[config.mk]
export PLATFORM = sky130hd
export DESIGN_NAME = ycbcr444_to_422
export DESIGN_NICKNAME = d
export VERILOG_FILES = /design/src/rtl/ycbcr444_to_422.sv
export SDC_FILE = /design/constraint.sdc
export NUM_CORES = 1
export LEC_CHECK = 0
export ABC_AREA = 0
export CORE_ASPECT_RATIO = 0.5
export CORE_MARGIN = 4
export CORE_UTILIZATION = 35
export CTS_CLUSTER_DIAMETER = 50
export DETAILED_ROUTE_END_ITERATION = 7
export PLACE_DENSITY = 0.64
export SLEW_MARGIN = 20
export SYNTH_ARGS = -nofsm -noshare
export SYNTH_HDL_FRONTEND = slang
export SYNTH_SLANG_ARGS = --single-unit
[constraint.sdc]
create_clock -name clk -period 1.8 [get_ports clk]
set_input_delay 0.36 -clock clk [delete_from_list [all_inputs] [get_ports clk]]
set_output_delay 0.36 -clock clk [all_outputs]
set_load 0.03 [all_outputs]
[src/rtl/ycbcr444_to_422.sv]
// ycbcr444_to_422: converts a 4:4:4 Y/Cb/Cr stream into 4:2:2 Y plus multiplexed chroma.
// Fixed 2-cycle latency from the input register to the output register, syncs included.
// Optional macro CHROMA_AVG_EN: average chroma over each pixel pair
// (default: plain decimation, p1 chroma discarded).
module ycbcr444_to_422 #(
  parameter bit          CR_FIRST = 1'b0,
  parameter logic [7:0]  BLANK_Y  = 8'd16,
  parameter logic [7:0]  BLANK_C  = 8'd128
) (
  input  logic       clk,
  input  logic       rst_n,
  input  logic [7:0] i_y_8b,
  input  logic [7:0] i_cb_8b,
  input  logic [7:0] i_cr_8b,
  input  logic       i_h_sync,
  input  logic       i_v_sync,
  input  logic       i_data_en,
  output logic [7:0] o_y_8b,
  output logic [7:0] o_c_8b,
  output logic       o_c_sel,
  output logic       o_h_sync,
  output logic       o_v_sync,
  output logic       o_data_en
);

  localparam int unsigned DW = 8;

`ifdef CHROMA_AVG_EN
  // Rounded mean of two samples; the 9-bit sum keeps the carry so the result fits 8 bits.
  function automatic logic [DW-1:0] avg8(input logic [DW-1:0] a, input logic [DW-1:0] b);
    logic [DW:0] sum;
    sum = (DW+1)'(a) + (DW+1)'(b) + (DW+1)'(1);
    return sum[DW:1];
  endfunction
`endif

  // Stage 1: input register plus the pixel's phase within its run
  logic [DW-1:0] s1_y_q, s1_cb_q, s1_cr_q, s1_y_d, s1_cb_d, s1_cr_d;
  logic          s1_hs_q, s1_vs_q, s1_de_q, s1_ph_q;
  logic          s1_hs_d, s1_vs_d, s1_de_d, s1_ph_d;
  // Stage 2: pixel whose output is being formed (its partner sits in stage 1)
  logic [DW-1:0] s2_y_q, s2_cb_q, s2_cr_q, s2_y_d, s2_cb_d, s2_cr_d;
  logic          s2_hs_q, s2_vs_q, s2_de_q, s2_ph_q;
  logic          s2_hs_d, s2_vs_d, s2_de_d, s2_ph_d;
  // Second chroma of the current pair, held from phase 0 to phase 1
  logic [DW-1:0] hold_q, hold_d;
  // Output register
  logic [DW-1:0] y_out_q, c_out_q, y_out_d, c_out_d;
  logic          sel_out_q, hs_out_q, vs_out_q, de_out_q;
  logic          sel_out_d, hs_out_d, vs_out_d, de_out_d;

  logic [DW-1:0] first_c, second_c;

  // Chroma for the phase-0 slot and the value held for the phase-1 slot
  always_comb begin
    first_c  = CR_FIRST ? s2_cr_q : s2_cb_q;
    second_c = CR_FIRST ? s2_cb_q : s2_cr_q;
`ifdef CHROMA_AVG_EN
    // Stage-1 data_en low means p0 is the last pixel of an odd run: keep its own chroma
    if (s1_de_q) begin
      first_c  = avg8(CR_FIRST ? s2_cr_q : s2_cb_q, CR_FIRST ? s1_cr_q : s1_cb_q);
      second_c = avg8(CR_FIRST ? s2_cb_q : s2_cr_q, CR_FIRST ? s1_cb_q : s1_cr_q);
    end
`endif
  end

  // Pipeline advance, phase tracking and output formatting
  always_comb begin
    s1_y_d    = i_y_8b;
    s1_cb_d   = i_cb_8b;
    s1_cr_d   = i_cr_8b;
    s1_hs_d   = i_h_sync;
    s1_vs_d   = i_v_sync;
    s1_de_d   = i_data_en;
    // Phase 0 on the first pixel of a run, toggling afterwards
    s1_ph_d   = i_data_en & s1_de_q & ~s1_ph_q;
    s2_y_d    = s1_y_q;
    s2_cb_d   = s1_cb_q;
    s2_cr_d   = s1_cr_q;
    s2_hs_d   = s1_hs_q;
    s2_vs_d   = s1_vs_q;
    s2_de_d   = s1_de_q;
    s2_ph_d   = s1_ph_q;
    hold_d    = hold_q;
    y_out_d   = BLANK_Y;
    c_out_d   = BLANK_C;
    sel_out_d = 1'b0;
    hs_out_d  = s2_hs_q;
    vs_out_d  = s2_vs_q;
    de_out_d  = s2_de_q;
    if (s2_de_q) begin
      y_out_d = s2_y_q;
      if (!s2_ph_q) begin
        c_out_d   = first_c;
        sel_out_d = CR_FIRST;
        hold_d    = second_c;
      end else begin
        c_out_d   = hold_q;
        sel_out_d = ~CR_FIRST;
      end
    end
  end

  // State registers, all cleared by the asynchronous reset
  always_ff @(posedge clk or negedge rst_n) begin
    if (!rst_n) begin
      s1_y_q <= '0; s1_cb_q <= '0; s1_cr_q <= '0;
      s1_hs_q <= 1'b0; s1_vs_q <= 1'b0; s1_de_q <= 1'b0; s1_ph_q <= 1'b0;
      s2_y_q <= '0; s2_cb_q <= '0; s2_cr_q <= '0;
      s2_hs_q <= 1'b0; s2_vs_q <= 1'b0; s2_de_q <= 1'b0; s2_ph_q <= 1'b0;
      hold_q <= '0;
      y_out_q <= '0; c_out_q <= '0; sel_out_q <= 1'b0;
      hs_out_q <= 1'b0; vs_out_q <= 1'b0; de_out_q <= 1'b0;
    end else begin
      s1_y_q <= s1_y_d; s1_cb_q <= s1_cb_d; s1_cr_q <= s1_cr_d;
      s1_hs_q <= s1_hs_d; s1_vs_q <= s1_vs_d; s1_de_q <= s1_de_d; s1_ph_q <= s1_ph_d;
      s2_y_q <= s2_y_d; s2_cb_q <= s2_cb_d; s2_cr_q <= s2_cr_d;
      s2_hs_q <= s2_hs_d; s2_vs_q <= s2_vs_d; s2_de_q <= s2_de_d; s2_ph_q <= s2_ph_d;
      hold_q <= hold_d;
      y_out_q <= y_out_d; c_out_q <= c_out_d; sel_out_q <= sel_out_d;
      hs_out_q <= hs_out_d; vs_out_q <= vs_out_d; de_out_q <= de_out_d;
    end
  end

  assign o_y_8b    = y_out_q;
  assign o_c_8b    = c_out_q;
  assign o_c_sel   = sel_out_q;
  assign o_h_sync  = hs_out_q;
  assign o_v_sync  = vs_out_q;
  assign o_data_en = de_out_q;

endmodule
==> metrics.log, run 1 <==
[metrics] most frequent cell after synthesis: sky130_fd_sc_hd__dfrtp_1
[metrics] depth of the worst register-to-register path: 2
[metrics] leakage power figure: between 1 and 1.5 nW
[metrics] proportion of synthesized chip area in sequential cells: roughly 86%
[metrics] number of slew-limit violations in the final report: 0
[metrics] register bit total from synthesis: 84
[metrics] synthesized area divided by synthesized cell count: approximately 20 um2
[metrics] synth cell count leaders: sky130_fd_sc_hd__dfrtp_1 (84), sky130_fd_sc_hd__and2_1 (8), sky130_fd_sc_hd__mux2_4 (8), sky130_fd_sc_hd__mux2i_1 (8), sky130_fd_sc_hd__nor2b_1 (7)
[metrics] largest net degree at the start of global routing: 85
[metrics] number of hold buffers added after CTS: 0
[metrics] area used by multi-input combinational logic: ~330 um2
[metrics] Chip Width: between 100 and 150 um
[metrics] Critical Path AT: 1.32 ns
[metrics] cell taking the most area after synthesis: sky130_fd_sc_hd__dfrtp_1
[metrics] count of instances resized after the clock tree is built: 0
[metrics] number of CTS-inserted buffers: 9
[metrics] power density of the placed cells: roughly 1200 mW/mm2
[metrics] Vias: 1104
[metrics] worst reg2reg setup slack: 0.59 ns
[metrics] CTS Buffer Depth: 2
[metrics] max capacitance violation total: 0
[metrics] Remaining Overflow, GRT: 0
[metrics] crit path capture: o_data_en
[metrics] Clock Root Buffer: sky130_fd_sc_hd__clkbuf_16
[metrics] first-pass GRT wire length: 5.95 mm
[metrics] Ys Warns: 0
[metrics] DIE AREA: ~0.0085 mm2
[metrics] Initial Util: between 30 and 40%
[metrics] netlist area before placement: around 0.0025 mm2
[metrics] net count after synthesis: 152
[metrics] HP Class: in -> async
[metrics] Critical Path RT: 1.44 ns
[metrics] Netlist cell types: 11
[metrics] remaining antenna violation count after routing: 0
[metrics] Critical Path Source: o_data_en
[metrics] Clock transition at path regs: 0.06 ns
[metrics] IO buf count: 48
[metrics] endpoint type of the worst setup path: primary output
[metrics] Routability Congestion: roughly 0.61
[metrics] HPWL after detailed placement: 2.23 mm
[metrics] clock sink count: between 80 and 90
[metrics] critical-path maximum fanout: 1
[metrics] number of H-tree levels: 3
[metrics] TritonCTS clock tree: done
[metrics] initial antenna violation count: 0
[metrics] crit path launch type: flop
[metrics] per-cell routed wire length: about 13 um
[metrics] biggest area contributors in the synthesized netlist: sky130_fd_sc_hd__dfrtp_1 (86%), sky130_fd_sc_hd__mux2_4 (4.9%), sky130_fd_sc_hd__mux2i_1 (3.3%), sky130_fd_sc_hd__and2_1 (2.0%), sky130_fd_sc_hd__nor2b_1 (1.8%)
[metrics] Fin Hold WS: 0.0522 ns
[metrics] fill count: ~570
[metrics] Final Setup Violations: 0
[metrics] Vert. Die Dim: a little under 70 um
[metrics] Total Power: between 0.004 and 0.005 W
[metrics] postcts setup bufs: 0
[metrics] area growth from synthesis to final layout: 35.8%
[metrics] Final min period: approximately 1.7 ns
[metrics] portion of synthesized cell area occupied by the leading cell type: a little under nine tenths
[metrics] outcome: complete, no violations
[metrics] aggregate routed wire length: roughly 3.6 mm
[metrics] startpoint of the worst-slack reg-to-reg timing path: s2_ph_q
[metrics] Rel. slew slack: a little under three quarters
[metrics] area of all sequential standard cells: between 0.002 and 0.0025 mm2
[metrics] final worst path period share: roughly 94%
[metrics] n_diodes: 0
[metrics] family with the most delay on the worst path: buffers and inverters
[metrics] Tightest Pin Transition: 0.425 ns
[metrics] number of top-level design ports: slightly below 50
[metrics] post-detailed-route DRC marker count: 0
[metrics] Primary FF master, synth: sky130_fd_sc_hd__dfrtp_1
[metrics] total routing resource utilization after global routing: ~9.7%
[metrics] number of enable-type register cells in the synthesized netlist: 0
[metrics] Cell Chain, Critical Path: clkdlybuf4s50_1
[metrics] Initial DRT Pass Iterations: 2
[metrics] R2R Path End: hold_q[6]
[metrics] fin nets: ~210
[metrics] fraction of final layout cells sized beyond drive strength 1: approximately 15%
[metrics] maximum single-stage delay on the critical path: 0.67 ns
[metrics] count of buffering cells on the critical path with inverters included: 1
[metrics] iteration-0 DRC count of the detailed router: 51
[metrics] number of logic stages on the critical path including buffering: 1
[metrics] Vias/cell: 3.97
[metrics] placeable core region: 0.00675 mm2
[metrics] Fin Setup TNS: 0 ns
[metrics] master of the slowest instance on the critical path: sky130_fd_sc_hd__clkdlybuf4s50_1
[metrics] Max Freq: approximately 0.59 GHz
[metrics] path type of the worst setup path: reg -> out
[metrics] worst ir drop on vdd: roughly 0.46 mV
[metrics] Clk Latency, worst-skew pair: between 0.3 and 0.4 ns
[metrics] standard-cell rows: 21
[metrics] Cells after Synth: 123
[metrics] share of synthesized registers carrying an async set or reset: 100%
[metrics] clock skew: around 0.0047 ns
[metrics] vias in the first global route: 1218
[metrics] final count of hold timing violations: 0
[metrics] RSZ-0062 raised after global routing: no
-- flip-flops by register name, indices dropped and copies added (netlist names) --
register,flops
o_data_en,1
hold_q,8
s2_vs_q,1
s1_hs_q,1
s2_ph_q,1
s2_y_q,8
s1_vs_q,1
s1_de_q,1
s1_y_q,8
o_c_sel,1
o_c_8b,8
o_h_sync,1
first_c,8
hs_out_d,1
de_out_d,1
s1_cr_q,8
s1_ph_q,1
s2_cr_q,8
s1_cb_q,8
o_y_8b,8
o_v_sync,1
-- cell type report --
| type | instances | area share, % |
|---|---|---|
| Multi-Input combinational cell | 36 | 9.79 |
| Tap cell | 92 | 3.45 |
| Clock buffer | 11 | 7.58 |
| Timing Repair Buffer | 51 | 15.4 |
| Clock inverter | 4 | 0.750 |
| Sequential cell | 84 | 63.0 |
-- stage by stage --
| stage | instance area, um2 | std cells | util (%) | setup slack, ns |
|---|---|---|---|---|
| after CTS | 3330 | 278 | 49.4 | 0.0895 |
| after global routing | 3330 | 278 | 49.4 | 0.0724 |
| after floorplan | 2450 | 123 | - | 0.639 |
| final | 3330 | 278 | 49.4 | 0.116 |
| after global placement | 3060 | 263 | 45.3 | 0.469 |
| after detailed placement | 3060 | 263 | 45.3 | 0.452 |
-- placed cells by master (no fill, tap or decap) --
| master | n |
|---|---|
| sky130_fd_sc_hd__mux2i_1 | 8 |
| sky130_fd_sc_hd__mux2_4 | 8 |
| sky130_fd_sc_hd__nand2_1 | 2 |
| sky130_fd_sc_hd__or2b_1 | 1 |
| sky130_fd_sc_hd__buf_12 | 1 |
| sky130_fd_sc_hd__clkinvlp_4 | 2 |
| sky130_fd_sc_hd__nor2b_1 | 7 |
| sky130_fd_sc_hd__clkbuf_16 | 9 |
| sky130_fd_sc_hd__clkinv_2 | 2 |
| sky130_fd_sc_hd__buf_4 | 3 |
| sky130_fd_sc_hd__clkbuf_8 | 2 |
| sky130_fd_sc_hd__dfrtp_1 | 84 |
| sky130_fd_sc_hd__and2_1 | 8 |
| sky130_fd_sc_hd__nor2_1 | 1 |
| sky130_fd_sc_hd__clkdlybuf4s50_1 | 47 |
| sky130_fd_sc_hd__nor2b_4 | 1 |
-- worst min-delay path by stage --
stage / cells after the start / endpoint / slack (ns) / startpoint
after floorplan: 0 / de_out_d / 0.06 / rst_n
after global placement: 0 / s2_y_q[2] / 0.33 / s1_y_q[2]
after detailed placement: 0 / first_c[0] / 0.34 / s1_cb_q[0]
after CTS: 2 / s2_vs_q / 0.08 / rst_n
after global routing: 2 / s1_cb_q[7] / 0.09 / rst_n
final: 2 / first_c[0] / 0.05 / rst_n
-- power breakdown --
part	total, W	leakage [nW]	switching, W	internal (W)
logic	0.000301	0.350	0.000141	0.000161
clock network	0.00166	0.133	0.000666	0.000995
registers	0.00204	0.999	0.0000383	0.00200
-- per-layer routing --
layer / up-vias / share of wire, % / track usage, %
li1: 505 / - / -
met2: 23 / 56 / 16.6
met3: 2 / 4.0 / 5.21
met5: - / 0 / 0
met4: 0 / 0.22 / 4.01
met1: 574 / 40 / 10.1
-- logic make-up after synthesis --
logic type	count (synthesis)	synth area share, %
buffers and inverters	3	1.07
DFF	84	85.6
muxes	16	8.16
and+or+nand+nor	20	5.15
Power figures use the tool's default switching activity.
==> run 2: changes to the inputs <==
--- a/config.mk
+++ b/config.mk
@@ -11,6 +11,7 @@
 export CORE_UTILIZATION = 35
 export CTS_CLUSTER_DIAMETER = 50
 export DETAILED_ROUTE_END_ITERATION = 7
+export HOLD_SLACK_MARGIN = 0.03
 export PLACE_DENSITY = 0.64
 export SLEW_MARGIN = 20
 export SYNTH_ARGS = -nofsm -noshare
==> results of run 2 <==
Same layout as run 1: the final DEF is identical, and so are final timing and power.
==> run 3: changes to the inputs <==
--- a/config.mk
+++ b/config.mk
@@ -5,7 +5,7 @@
 export SDC_FILE = /design/constraint.sdc
 export NUM_CORES = 1
 export LEC_CHECK = 0
-export ABC_AREA = 0
+export ABC_AREA = 1
 export CORE_ASPECT_RATIO = 0.5
 export CORE_MARGIN = 4
 export CORE_UTILIZATION = 35
==> run 3 against run 2 <==
- worst hold slack gained 0.29 ns
- register-to-register slack better by 0.05 ns
- cell area rose by 2.9%
- sequential share of layout area is 1.7 points lower
- clock skew is 0.0015 ns lower
- fmax rose by 0.14%
- synthesized area increased by 1.5%
==> metrics.log, run 3 <==
[metrics] count of instances resized after the clock tree is built: 0
[metrics] net count after synthesis: roughly 190
[metrics] final worst path period share: between 90% and 100%
[metrics] Vert. Die Dim: between 60 and 70 um
[metrics] per-cell routed wire length: around 12 um
[metrics] HP Class: reg -> reg
[metrics] path type of the worst setup path: reg -> out
[metrics] number of logic stages on the critical path including buffering: 1
[metrics] postcts setup bufs: 0
[metrics] leakage power figure: 1.63 nW
[metrics] Remaining Overflow, GRT: 0
[metrics] Vias/cell: 4.00
[metrics] Clock transition at path regs: 0.06 ns
[metrics] count of buffering cells on the critical path with inverters included: 1
[metrics] leading cell type in the layout, fill and taps excluded: sky130_fd_sc_hd__dfrtp_1
[metrics] TritonCTS clock tree: done
[metrics] area growth from synthesis to final layout: 37.7%
[metrics] register bit total from synthesis: between 80 and 90
[metrics] vias in the first global route: between 1000 and 1500
[metrics] Initial DRT Pass Iterations: 4
[metrics] Clk Latency, worst-skew pair: 0.32 ns
[metrics] met3 wire length: 209 um
[metrics] Final min period: 1.68 ns
[metrics] Critical Path Source: o_v_sync
[metrics] number of CTS-inserted buffers: 9
[metrics] Routability Congestion: about 0.69
[metrics] maximum single-stage delay on the critical path: 0.67 ns
[metrics] critical-path maximum fanout: 1
[metrics] fin nets: 248
[metrics] cell taking the most area after synthesis: sky130_fd_sc_hd__dfrtp_1
[metrics] Ys Warns: 0
[metrics] family with the most delay on the worst path: buffers and inverters
[metrics] startpoint of the worst-slack reg-to-reg timing path: s2_ph_q
[metrics] crit path launch type: flop
[metrics] Primary FF master, synth: sky130_fd_sc_hd__dfrtp_1
[metrics] Critical Path RT: roughly 1.4 ns
[metrics] n_diodes: 0
[metrics] Max Freq: a little under 0.6 GHz
[metrics] netlist area before placement: around 0.0025 mm2
[metrics] Final Setup Violations: 0
[metrics] synth cell count leaders: sky130_fd_sc_hd__dfrtp_1 (84), sky130_fd_sc_hd__nand2_1 (34), sky130_fd_sc_hd__nand3_1 (19)
[metrics] Post-Route M1 WL: 1.48 mm
[metrics] IO buf count: 48
[metrics] number of enable-type register cells in the synthesized netlist: 0
[metrics] endpoint type of the worst setup path: primary output
[metrics] DR WL met2: 1.89 mm
[metrics] worst reg2reg setup slack: 0.64 ns
[metrics] final count of hold timing violations: 0
[metrics] clock sink count: 84
[metrics] power density of the placed cells: 1280 mW/mm2
[metrics] Netlist cell types: 11
[metrics] standard-cell rows: 21
[metrics] portion of synthesized cell area occupied by the leading cell type: ~84%
[metrics] Chip Width: approximately 130 um
[metrics] final cell utilization of the core: 50.4%
[metrics] post-detailed-route DRC marker count: 0
[metrics] first-pass GRT wire length: 6.20 mm
[metrics] Fin Setup TNS: 0 ns
[metrics] worst ir drop on vdd: between 0.5 and 0.6 mV
[metrics] number of cells on the worst hold path: 0
[metrics] DIE AREA: roughly 0.0086 mm2
[metrics] Cell Chain, Critical Path: clkdlybuf4s50_1
[metrics] placeable core region: roughly 0.0068 mm2
[metrics] commonest cells after routing, fill and taps aside: sky130_fd_sc_hd__dfrtp_1 (84), sky130_fd_sc_hd__clkdlybuf4s50_1 (47), sky130_fd_sc_hd__nand2_1 (34)
[metrics] number of slew-limit violations in the final report: 0
[metrics] iteration-0 DRC count of the detailed router: between 90 and 100
[metrics] fraction of final layout cells sized beyond drive strength 1: roughly 13%
[metrics] R2R Path End: hold_q[3]
[metrics] most frequent cell after synthesis: sky130_fd_sc_hd__dfrtp_1
[metrics] outcome: complete, no violations
[metrics] biggest area contributors in the synthesized netlist: sky130_fd_sc_hd__dfrtp_1 (84%), sky130_fd_sc_hd__nand2_1 (5.1%), sky130_fd_sc_hd__nand3_1 (3.8%), sky130_fd_sc_hd__nand3_2 (1.6%), sky130_fd_sc_hd__inv_1 (1.4%)
[metrics] master of the slowest instance on the critical path: sky130_fd_sc_hd__clkdlybuf4s50_1
[metrics] Rel. slew slack: 69.1%
[metrics] Vias: around 1300
[metrics] remaining antenna violation count after routing: 0
[metrics] Initial Util: 36.6%
[metrics] Tightest Pin Transition: around 0.46 ns
[metrics] initial antenna violation count: 0
[metrics] depth of the worst register-to-register path: 4
[metrics] RSZ-0062 raised after global routing: no
[metrics] total routing resource utilization after global routing: under 10%
[metrics] largest net degree at the start of global routing: 31
[metrics] share of synthesized registers carrying an async set or reset: between 90% and 100%
[metrics] clock skew: between 0.003 and 0.004 ns
[metrics] synthesized area divided by synthesized cell count: ~16 um2
[metrics] number of top-level design ports: 49
[metrics] Critical Path AT: 1.32 ns
[metrics] aggregate routed wire length: 3.64 mm
[metrics] CTS Buffer Depth: 2
[metrics] number of H-tree levels: 3
[metrics] Clock Root Buffer: sky130_fd_sc_hd__clkbuf_16
[metrics] number of hold buffers added after CTS: 1
[metrics] HPWL after detailed placement: around 2.5 mm
[metrics] max capacitance violation total: 0
[metrics] Cells after Synth: 160
[metrics] uppermost signal routing layer after detailed routing: met4
[metrics] proportion of synthesized chip area in sequential cells: 84.4%
[metrics] crit path capture: o_v_sync
==> run 3: cell count changes after synthesis, moves of 4 or more <==
cell / previous run / this run
sky130_fd_sc_hd__and2_1: 8 / 0
sky130_fd_sc_hd__inv_1: 0 / 9
sky130_fd_sc_hd__mux2_4: 8 / 0
sky130_fd_sc_hd__mux2i_1: 8 / 0
sky130_fd_sc_hd__nand2_1: 2 / 34
sky130_fd_sc_hd__nand3_1: 0 / 19
sky130_fd_sc_hd__nand3_2: 0 / 4
sky130_fd_sc_hd__nor2b_1: 7 / 0
==> run 3: how the worst min path moves through the flow <==
stage	from	to	slack [ns]
floorplan	rst_n	de_out_d	0.06
global placement	rst_n	s1_cb_q[2]	0.28
detailed placement	rst_n	s1_cb_q[6]	0.28
CTS	s1_cb_q[1]	first_c[1]	0.35
global route	s1_cb_q[1]	first_c[1]	0.35
finish	s1_cb_q[1]	first_c[1]	0.34
==> run 3: cells by family (layout without fill, tap and decap cells) <==
| family | Yosys count | in the layout | share of synthesized area (%) |
|---|---|---|---|
| DFF | 84 | 84 | 84.4 |
| buffers and inverters | 16 | 80 | 4.42 |
| and+or+nand+nor | 60 | 60 | 11.2 |
==> run 3: cell type report <==
cell class	instances	area [um2]
clock buffer	10	239
clock inverter	6	111
fill	561	3380
inverter	10	45.0
multi-input combinational	60	279
sequential	84	2100
tap	92	115
timing repair buffer	54	538
==> run 3: metrics by stage <==
step	hold WS [ns]	setup slack [ns]	total power, W	cells	cell area (um2)
6_report	0.344	0.118	0.00438	316	3430
3_5_place_dp	0.277	0.446	0.00237	299	3070
2_1_floorplan	0.0644	0.911	0.00219	160	2490
3_3_place_gp	0.276	0.462	0.00236	299	3070
4_1_cts	0.348	0.0888	0.00445	316	3430
5_1_grt	0.349	0.0705	0.00457	316	3430
==> run 3: where the power goes <==
| part | internal [W] | switching (W) | total (W) |
|---|---|---|---|
| Sequential | 0.00200 | 0.0000396 | 0.00204 |
| Combinational | 0.000132 | 0.000156 | 0.000287 |
| Clock | 0.00139 | 0.000663 | 0.00205 |
==> run 3: layer usage <==
metal | track usage, % | vias to the layer above
met4 | 5.21 | 0
li1 | - | 615
met3 | 4.50 | 7
met5 | 0 | -
met2 | 17.0 | 23
met1 | 10.2 | 618
